[config.mk]
export PLATFORM = sky130hd
export DESIGN_NAME = multi_pulse_of_verifla_flat
export DESIGN_NICKNAME = d
export VERILOG_FILES = /design/src/rtl/multi_pulse_of_verifla_if.sv /design/src/rtl/multi_pulse_of_verifla.sv /design/src/flat_wrapper.sv
export SDC_FILE = /design/constraint.sdc
export NUM_CORES = 1
export LEC_CHECK = 0
export BUFFER_PORTS_ARGS = -buffer_cell sky130_fd_sc_hd__buf_2
export CORE_MARGIN = 2
export CORE_UTILIZATION = 54
export DETAILED_ROUTE_END_ITERATION = 6
export PLACE_DENSITY = 0.79
export SLEW_MARGIN = 20
export SYNTH_ARGS = -nofsm -noshare
export SYNTH_HDL_FRONTEND = slang
export SYNTH_SLANG_ARGS = --single-unit
[constraint.sdc]
create_clock -name clk -period 4.9 [get_ports clk]
set_input_delay 0.49 -clock clk [delete_from_list [all_inputs] [get_ports clk]]
set_output_delay 0.49 -clock clk [all_outputs]
set_load 0.02 [all_outputs]
[src/rtl/multi_pulse_of_verifla_if.sv]
// Handshake/bus bundle for multi_pulse_of_verifla: control, per-channel levels and pulse outputs.
interface multi_pulse_of_verifla_if #(
  parameter int unsigned CHANNELS = 4,
  parameter int unsigned COUNT_W  = 16
);
  logic                    en;
  logic                    cnt_clr;
  logic [2*CHANNELS-1:0]   edge_mode;
  logic [CHANNELS-1:0]     in;
  logic [CHANNELS-1:0]     pulse;
  logic [CHANNELS-1:0]     busy;
  logic [COUNT_W-1:0]      pulse_cnt;

  modport master (
    output en, cnt_clr, edge_mode, in,
    input  pulse, busy, pulse_cnt
  );

  modport slave (
    input  en, cnt_clr, edge_mode, in,
    output pulse, busy, pulse_cnt
  );
endinterface

[src/rtl/multi_pulse_of_verifla.sv]
// Multi-channel edge-to-pulse converter with per-channel polarity, hold-off and a shared pulse counter.
// Define VERIFLA_PULSE_SYNC_EN to put a 2-flop synchroniser on every input bit.
module multi_pulse_of_verifla #(
  parameter int unsigned CHANNELS    = 4,
  parameter int unsigned PULSE_WIDTH = 1,
  parameter int unsigned HOLDOFF     = 1,
  parameter int unsigned COUNT_W     = 16
) (
  input  logic                      clk,
  input  logic                      reset,
  multi_pulse_of_verifla_if.slave   bus
);

  localparam int unsigned MAX_T  = (PULSE_WIDTH > HOLDOFF) ? PULSE_WIDTH : HOLDOFF;
  localparam int unsigned CTR_W  = (MAX_T > 2) ? $clog2(MAX_T) : 1;
  localparam int unsigned NUM_W  = $clog2(CHANNELS + 1);
  localparam logic [CTR_W-1:0] PW_LOAD = CTR_W'(PULSE_WIDTH - 1);
  localparam logic [CTR_W-1:0] HO_LOAD = CTR_W'((HOLDOFF > 0) ? (HOLDOFF - 1) : 0);

  typedef enum logic [1:0] {
    IDLE  = 2'd0,
    PULSE = 2'd1,
    HOLD  = 2'd2
  } state_t;

  state_t               state_q [CHANNELS];
  state_t               state_d [CHANNELS];
  logic [CTR_W-1:0]     ctr_q   [CHANNELS];
  logic [CTR_W-1:0]     ctr_d   [CHANNELS];
  logic [CHANNELS-1:0]  lvl_q, lvl_d;
  logic [CHANNELS-1:0]  pulse_q, pulse_d;
  logic [CHANNELS-1:0]  busy_q, busy_d;
  logic [CHANNELS-1:0]  start;
  logic [CHANNELS-1:0]  in_s;
  logic [NUM_W-1:0]     n_start;
  logic [COUNT_W-1:0]   cnt_q, cnt_d;

`ifdef VERIFLA_PULSE_SYNC_EN
  logic [CHANNELS-1:0]  sync1_q, sync2_q;

  always_ff @(posedge clk or negedge reset) begin
    if (!reset) begin
      sync1_q <= '0;
      sync2_q <= '0;
    end else begin
      sync1_q <= bus.in;
      sync2_q <= sync1_q;
    end
  end

  assign in_s = sync2_q;
`else
  assign in_s = bus.in;
`endif

  function automatic logic qualifies(input logic [1:0] mode, input logic level);
    case (mode)
      2'b00:   return level;
      2'b01:   return !level;
      2'b10:   return 1'b1;
      default: return 1'b0;
    endcase
  endfunction

  // Per-channel next state plus popcount of channels entering PULSE
  always_comb begin
    lvl_d   = lvl_q;
    pulse_d = pulse_q;
    busy_d  = busy_q;
    start   = '0;
    n_start = '0;
    for (int c = 0; c < CHANNELS; c++) begin
      state_d[c] = state_q[c];
      ctr_d[c]   = ctr_q[c];
    end

    for (int c = 0; c < CHANNELS; c++) begin
      if (!bus.en || (bus.edge_mode[2*c +: 2] == 2'b11)) begin
        // Disabled channels track the level so re-enabling never fires on a static input
        state_d[c] = IDLE;
        pulse_d[c] = 1'b0;
        ctr_d[c]   = '0;
        lvl_d[c]   = in_s[c];
      end else begin
        case (state_q[c])
          IDLE: begin
            if (in_s[c] != lvl_q[c]) begin
              lvl_d[c] = in_s[c];
              if (qualifies(bus.edge_mode[2*c +: 2], in_s[c])) begin
                state_d[c] = PULSE;
                pulse_d[c] = 1'b1;
                ctr_d[c]   = PW_LOAD;
                start[c]   = 1'b1;
              end else if (HOLDOFF > 0) begin
                state_d[c] = HOLD;
                ctr_d[c]   = HO_LOAD;
              end
            end
          end
          PULSE: begin
            if (ctr_q[c] != '0) begin
              ctr_d[c] = ctr_q[c] - CTR_W'(1);
            end else begin
              pulse_d[c] = 1'b0;
              if (HOLDOFF > 0) begin
                state_d[c] = HOLD;
                ctr_d[c]   = HO_LOAD;
              end else begin
                state_d[c] = IDLE;
              end
            end
          end
          HOLD: begin
            if (ctr_q[c] != '0) begin
              ctr_d[c] = ctr_q[c] - CTR_W'(1);
            end else begin
              state_d[c] = IDLE;
            end
          end
          default: begin
            state_d[c] = IDLE;
            pulse_d[c] = 1'b0;
            ctr_d[c]   = '0;
          end
        endcase
      end
      busy_d[c] = (state_d[c] != IDLE);
      n_start   = n_start + NUM_W'(start[c]);
    end

    cnt_d = bus.cnt_clr ? '0 : (cnt_q + COUNT_W'(n_start));
  end

  always_ff @(posedge clk or negedge reset) begin
    if (!reset) begin
      for (int c = 0; c < CHANNELS; c++) begin
        state_q[c] <= IDLE;
        ctr_q[c]   <= '0;
      end
      lvl_q   <= '0;
      pulse_q <= '0;
      busy_q  <= '0;
      cnt_q   <= '0;
    end else begin
      for (int c = 0; c < CHANNELS; c++) begin
        state_q[c] <= state_d[c];
        ctr_q[c]   <= ctr_d[c];
      end
      lvl_q   <= lvl_d;
      pulse_q <= pulse_d;
      busy_q  <= busy_d;
      cnt_q   <= cnt_d;
    end
  end

  assign bus.pulse     = pulse_q;
  assign bus.busy      = busy_q;
  assign bus.pulse_cnt = cnt_q;

endmodule

[src/flat_wrapper.sv]
// flat-port wrapper written by rule: the top's interface ports become plain ports
module multi_pulse_of_verifla_flat 
#(
  parameter int unsigned CHANNELS    = 4,
  parameter int unsigned PULSE_WIDTH = 1,
  parameter int unsigned HOLDOFF     = 1,
  parameter int unsigned COUNT_W     = 16
)
  (clk, reset, bus_en, bus_cnt_clr, bus_edge_mode, bus_in, bus_pulse, bus_busy, bus_pulse_cnt);
  multi_pulse_of_verifla_if #(.CHANNELS(CHANNELS), .COUNT_W(COUNT_W)) bus_i ();
  input  logic clk;
  input  logic reset;
  input wire logic [$bits(bus_i.en)-1:0] bus_en;
  input wire logic [$bits(bus_i.cnt_clr)-1:0] bus_cnt_clr;
  input wire logic [$bits(bus_i.edge_mode)-1:0] bus_edge_mode;
  input wire logic [$bits(bus_i.in)-1:0] bus_in;
  output wire logic [$bits(bus_i.pulse)-1:0] bus_pulse;
  output wire logic [$bits(bus_i.busy)-1:0] bus_busy;
  output wire logic [$bits(bus_i.pulse_cnt)-1:0] bus_pulse_cnt;
  assign bus_i.en = bus_en;
  assign bus_i.cnt_clr = bus_cnt_clr;
  assign bus_i.edge_mode = bus_edge_mode;
  assign bus_i.in = bus_in;
  assign bus_pulse = bus_i.pulse;
  assign bus_busy = bus_i.busy;
  assign bus_pulse_cnt = bus_i.pulse_cnt;
  multi_pulse_of_verifla #(.CHANNELS(CHANNELS), .PULSE_WIDTH(PULSE_WIDTH), .HOLDOFF(HOLDOFF), .COUNT_W(COUNT_W)) u_core (.clk(clk), .reset(reset), .bus(bus_i));
endmodule
==> results.py <==
metrics = {
    "run_status": {
        "status": "finished clean",
    },
    "finish": {
        "mostFrequentLayoutCells": "buf_2, dfrtp_1, nor2_1, nand2_1, xnor2_1",
        "stdcell_count": 280,
        "final_common_cell": "buf_2",
        "n_antenna_cell": 0,
        "num-nets-final": 256,
        "drive_gt1_share_pct": 23.93,
        "syn2layout_area_growth_pct": 16.04,
    },
    "critical_path": {
        "worstRegToRegCells": 12,
        "endpoint_kind": "flop",
        "crit_type": "flop to flop",
        "worstPathArrival_ps": 4040,
        "worst-path-buf-inv": 1,
        "worstSetupStartpoint": "u_core.lvl_q[0]",
        "crit_required_ps": 5160,
        "crit_fanout": 6,
        "path_cells": "xor2_1 -> o21ai_0 -> nor4_1 -> ha_1 -> fa_1 -> ha_1 -> inv_1 -> fa_1 -> nor2b_1 -> o21ai_0 -> or4_1 -> a21oi_1",
        "reg2reg_slack_ps": 1120,
        "crit_family": "adder cells",
        "setup.worst_path.end": "u_core.bus.pulse_cnt[14]",
        "crit_slowest_cell": "dfrtp_1",
        "critPathLaunchType": "flop",
        "r2r_start": "u_core.lvl_q[0]",
        "r2r_end": "u_core.bus.pulse_cnt[14]",
        "cp.depth": 12,
        "max_stage_delay_ps": 450,
    },
    "floorplan": {
        "initial_core_util_pct": 56.36,
        "dieArea_sq_um": 4000,
        "fp-row-count": 21,
        "core_sq_um": 3363,
        "die_h_um": 63.25,
        "ios": 40,
        "fp.dieW_um": 63.25,
    },
    "timing": {
        "maxSlewHeadroom_pct": 49.37,
        "finClkSkew_ps": 9.190,
        "fmax_mhz": 264.5,
        "post-route-min-period_ps": 3780,
        "setup_tns_ps": 0,
        "tightest_slew_ps": 759.4,
        "fin_crit_sh_pct": 77.14,
        "final_max_slew_viol_count": 0,
        "hold_viol": 0,
        "setup_viol": 0,
        "rsz0062_at_grt": "false",
    },
    "route": {
        "wire_per_inst_um": 12.75,
        "drtAntennaViolNets": 0,
        "dr.pass1.iters": 4,
        "via_per_inst": 5.400,
        "dr_total_vias": 1512,
        "drc": 0,
        "wl_um": 3570,
        "first_iter_violations": 69,
    },
    "min_path": {
        "hold_path.class": "input pin to asynchronous set/reset pin",
    },
    "synth": {
        "syn_avg_cell_area_sq_um": 10.03,
        "synth_flop_cell": "dfrtp_1",
        "synth_area_sq_um": 1896,
        "async_flop_share_pct": 100.0,
        "ys_warn_count": 0,
        "synthesis.nets": 212,
        "synth_edf_count": 0,
        "synth.yosys.seq_area_share_pct": 47.52,
        "synth_cell_type_count": 36,
        "synthCells": 189,
        "ys_ff_latch": 36,
    },
    "clock_tree": {
        "cts_tree": "yes",
        "post_cts_buffers": 0,
        "cts-resized-gates": 0,
        "worstSkewPairLatency_ps": 330,
        "holdBufCountCts": 0,
        "cts_max_level": 2,
        "cts_root_buf": "clkbuf_4",
        "ctsLongestPathBuffers": 2,
        "cts_made_buffers": 5,
        "cts_sinks": 36,
        "clk_pin_slew_worst_paths_ps": 110,
    },
    "placed_design": {
        "dp_cells": 272,
        "routabilityCongestion": 0.8491,
        "io_buffers": 39,
        "dpl.hpwl_um": 2642,
    },
    "job": {
        "drv_cap": 0,
    },
    "power": {
        "p_leak_nw": 1.017,
        "power_density_nw_per_um2": 276.5,
        "peakVddDrop_uv": 233.0,
    },
    "global_route": {
        "grt_usage_pct": 19.65,
        "grt_pass1_vias": 1405,
        "grt_overflow": 0,
        "grt_max_degree": 37,
        "antenna_found_initial": 0,
        "grt_pass1_wl_um": 6154,
    },
}
## flip-flops by register name, indices dropped and copies added, names as in the netlist
signal,count
u_core.state_q,8
u_core.bus.busy,4
u_core.lvl_q,4
u_core.bus.pulse_cnt,16
u_core.bus.pulse,4
## power breakdown
group          leakage [nW]  internal, mW  switching, mW  total, mW
Sequential            0.484         0.315         0.0161      0.332
Combinational         0.500        0.0473         0.0637      0.111
Clock                0.0326        0.0709         0.0945      0.165
## synthesized netlist by cell type, drive strengths merged (3+ instances only)
cell type  instances  area share (%)
ha                 5             3.3
a21oi              8             2.1
nor3              10             2.6
inv                8             1.6
nand3              5             1.3
or2                3            0.99
dfrtp             36              48
xor2               5             2.3
nand2             12             2.4
nor2b              8             2.6
nor4b              5             2.3
mux2               5             3.0
nor4               4             1.3
nand4              3             1.3
o21ai              7             1.8
nor2              24             4.8
xnor2             11             5.1
## stage by stage
| stage | util [%] | power, mW | hold WS (ps) | worst slack (ps) | area (sq um) |
|---|---|---|---|---|---|
| floorplan | - | 0.4079 | 194.4 | 1337 | 1896 |
| global placement | 63.65 | 0.4475 | 502.3 | 1060 | 2141 |
| detailed placement | 63.65 | 0.4497 | 510.7 | 944.1 | 2141 |
| CTS | 65.40 | 0.6130 | 243.1 | 1076 | 2200 |
| global route | 65.40 | 0.6481 | 279.8 | 853.6 | 2200 |
| finish | 65.40 | 0.6081 | 214.9 | 1120 | 2200 |
## layer usage
metal	GRT usage, %	part of all wire (%)
met5	0	0
met1	25.71	47
met2	32.31	48
met3	4.107	3.8
met4	7.337	1.2
## how the worst min path moves through the flow
stage	startpoint	to	slack (ps)	cells past startpoint
3_3_place_gp	u_core.lvl_q[1]	u_core.lvl_q[1]	500	1
6_report	reset	u_core.bus.pulse_cnt[9]	210	1
5_1_grt	reset	u_core.bus.pulse_cnt[9]	280	1
3_5_place_dp	u_core.lvl_q[1]	u_core.lvl_q[1]	510	1
4_1_cts	reset	u_core.bus.pulse_cnt[9]	240	1
2_1_floorplan	reset	u_core.bus.busy[0]	190	0
## area by class of cell
cell class                 count  area, sq um
timing repair buffer          39        195.2
clock buffer                   8        58.81
inverter                       8        30.03
fill                         299         1164
tap                           46        57.56
sequential                    36        900.9
multi-input combinational    143        957.2
## cells by family (layout without fill, tap and decap cells)
kind of cell,count (synthesis),count (layout),synth area share (%)
mux,5,5,2.970
flops,36,36,47.52
fa+ha+maj,7,7,5.413
simple gates,82,82,22.77
buf+inv,10,55,1.980
xor+xnor,16,16,7.393
compound gates,33,33,11.95
No activity file was read; power rests on OpenSTA's default activity.
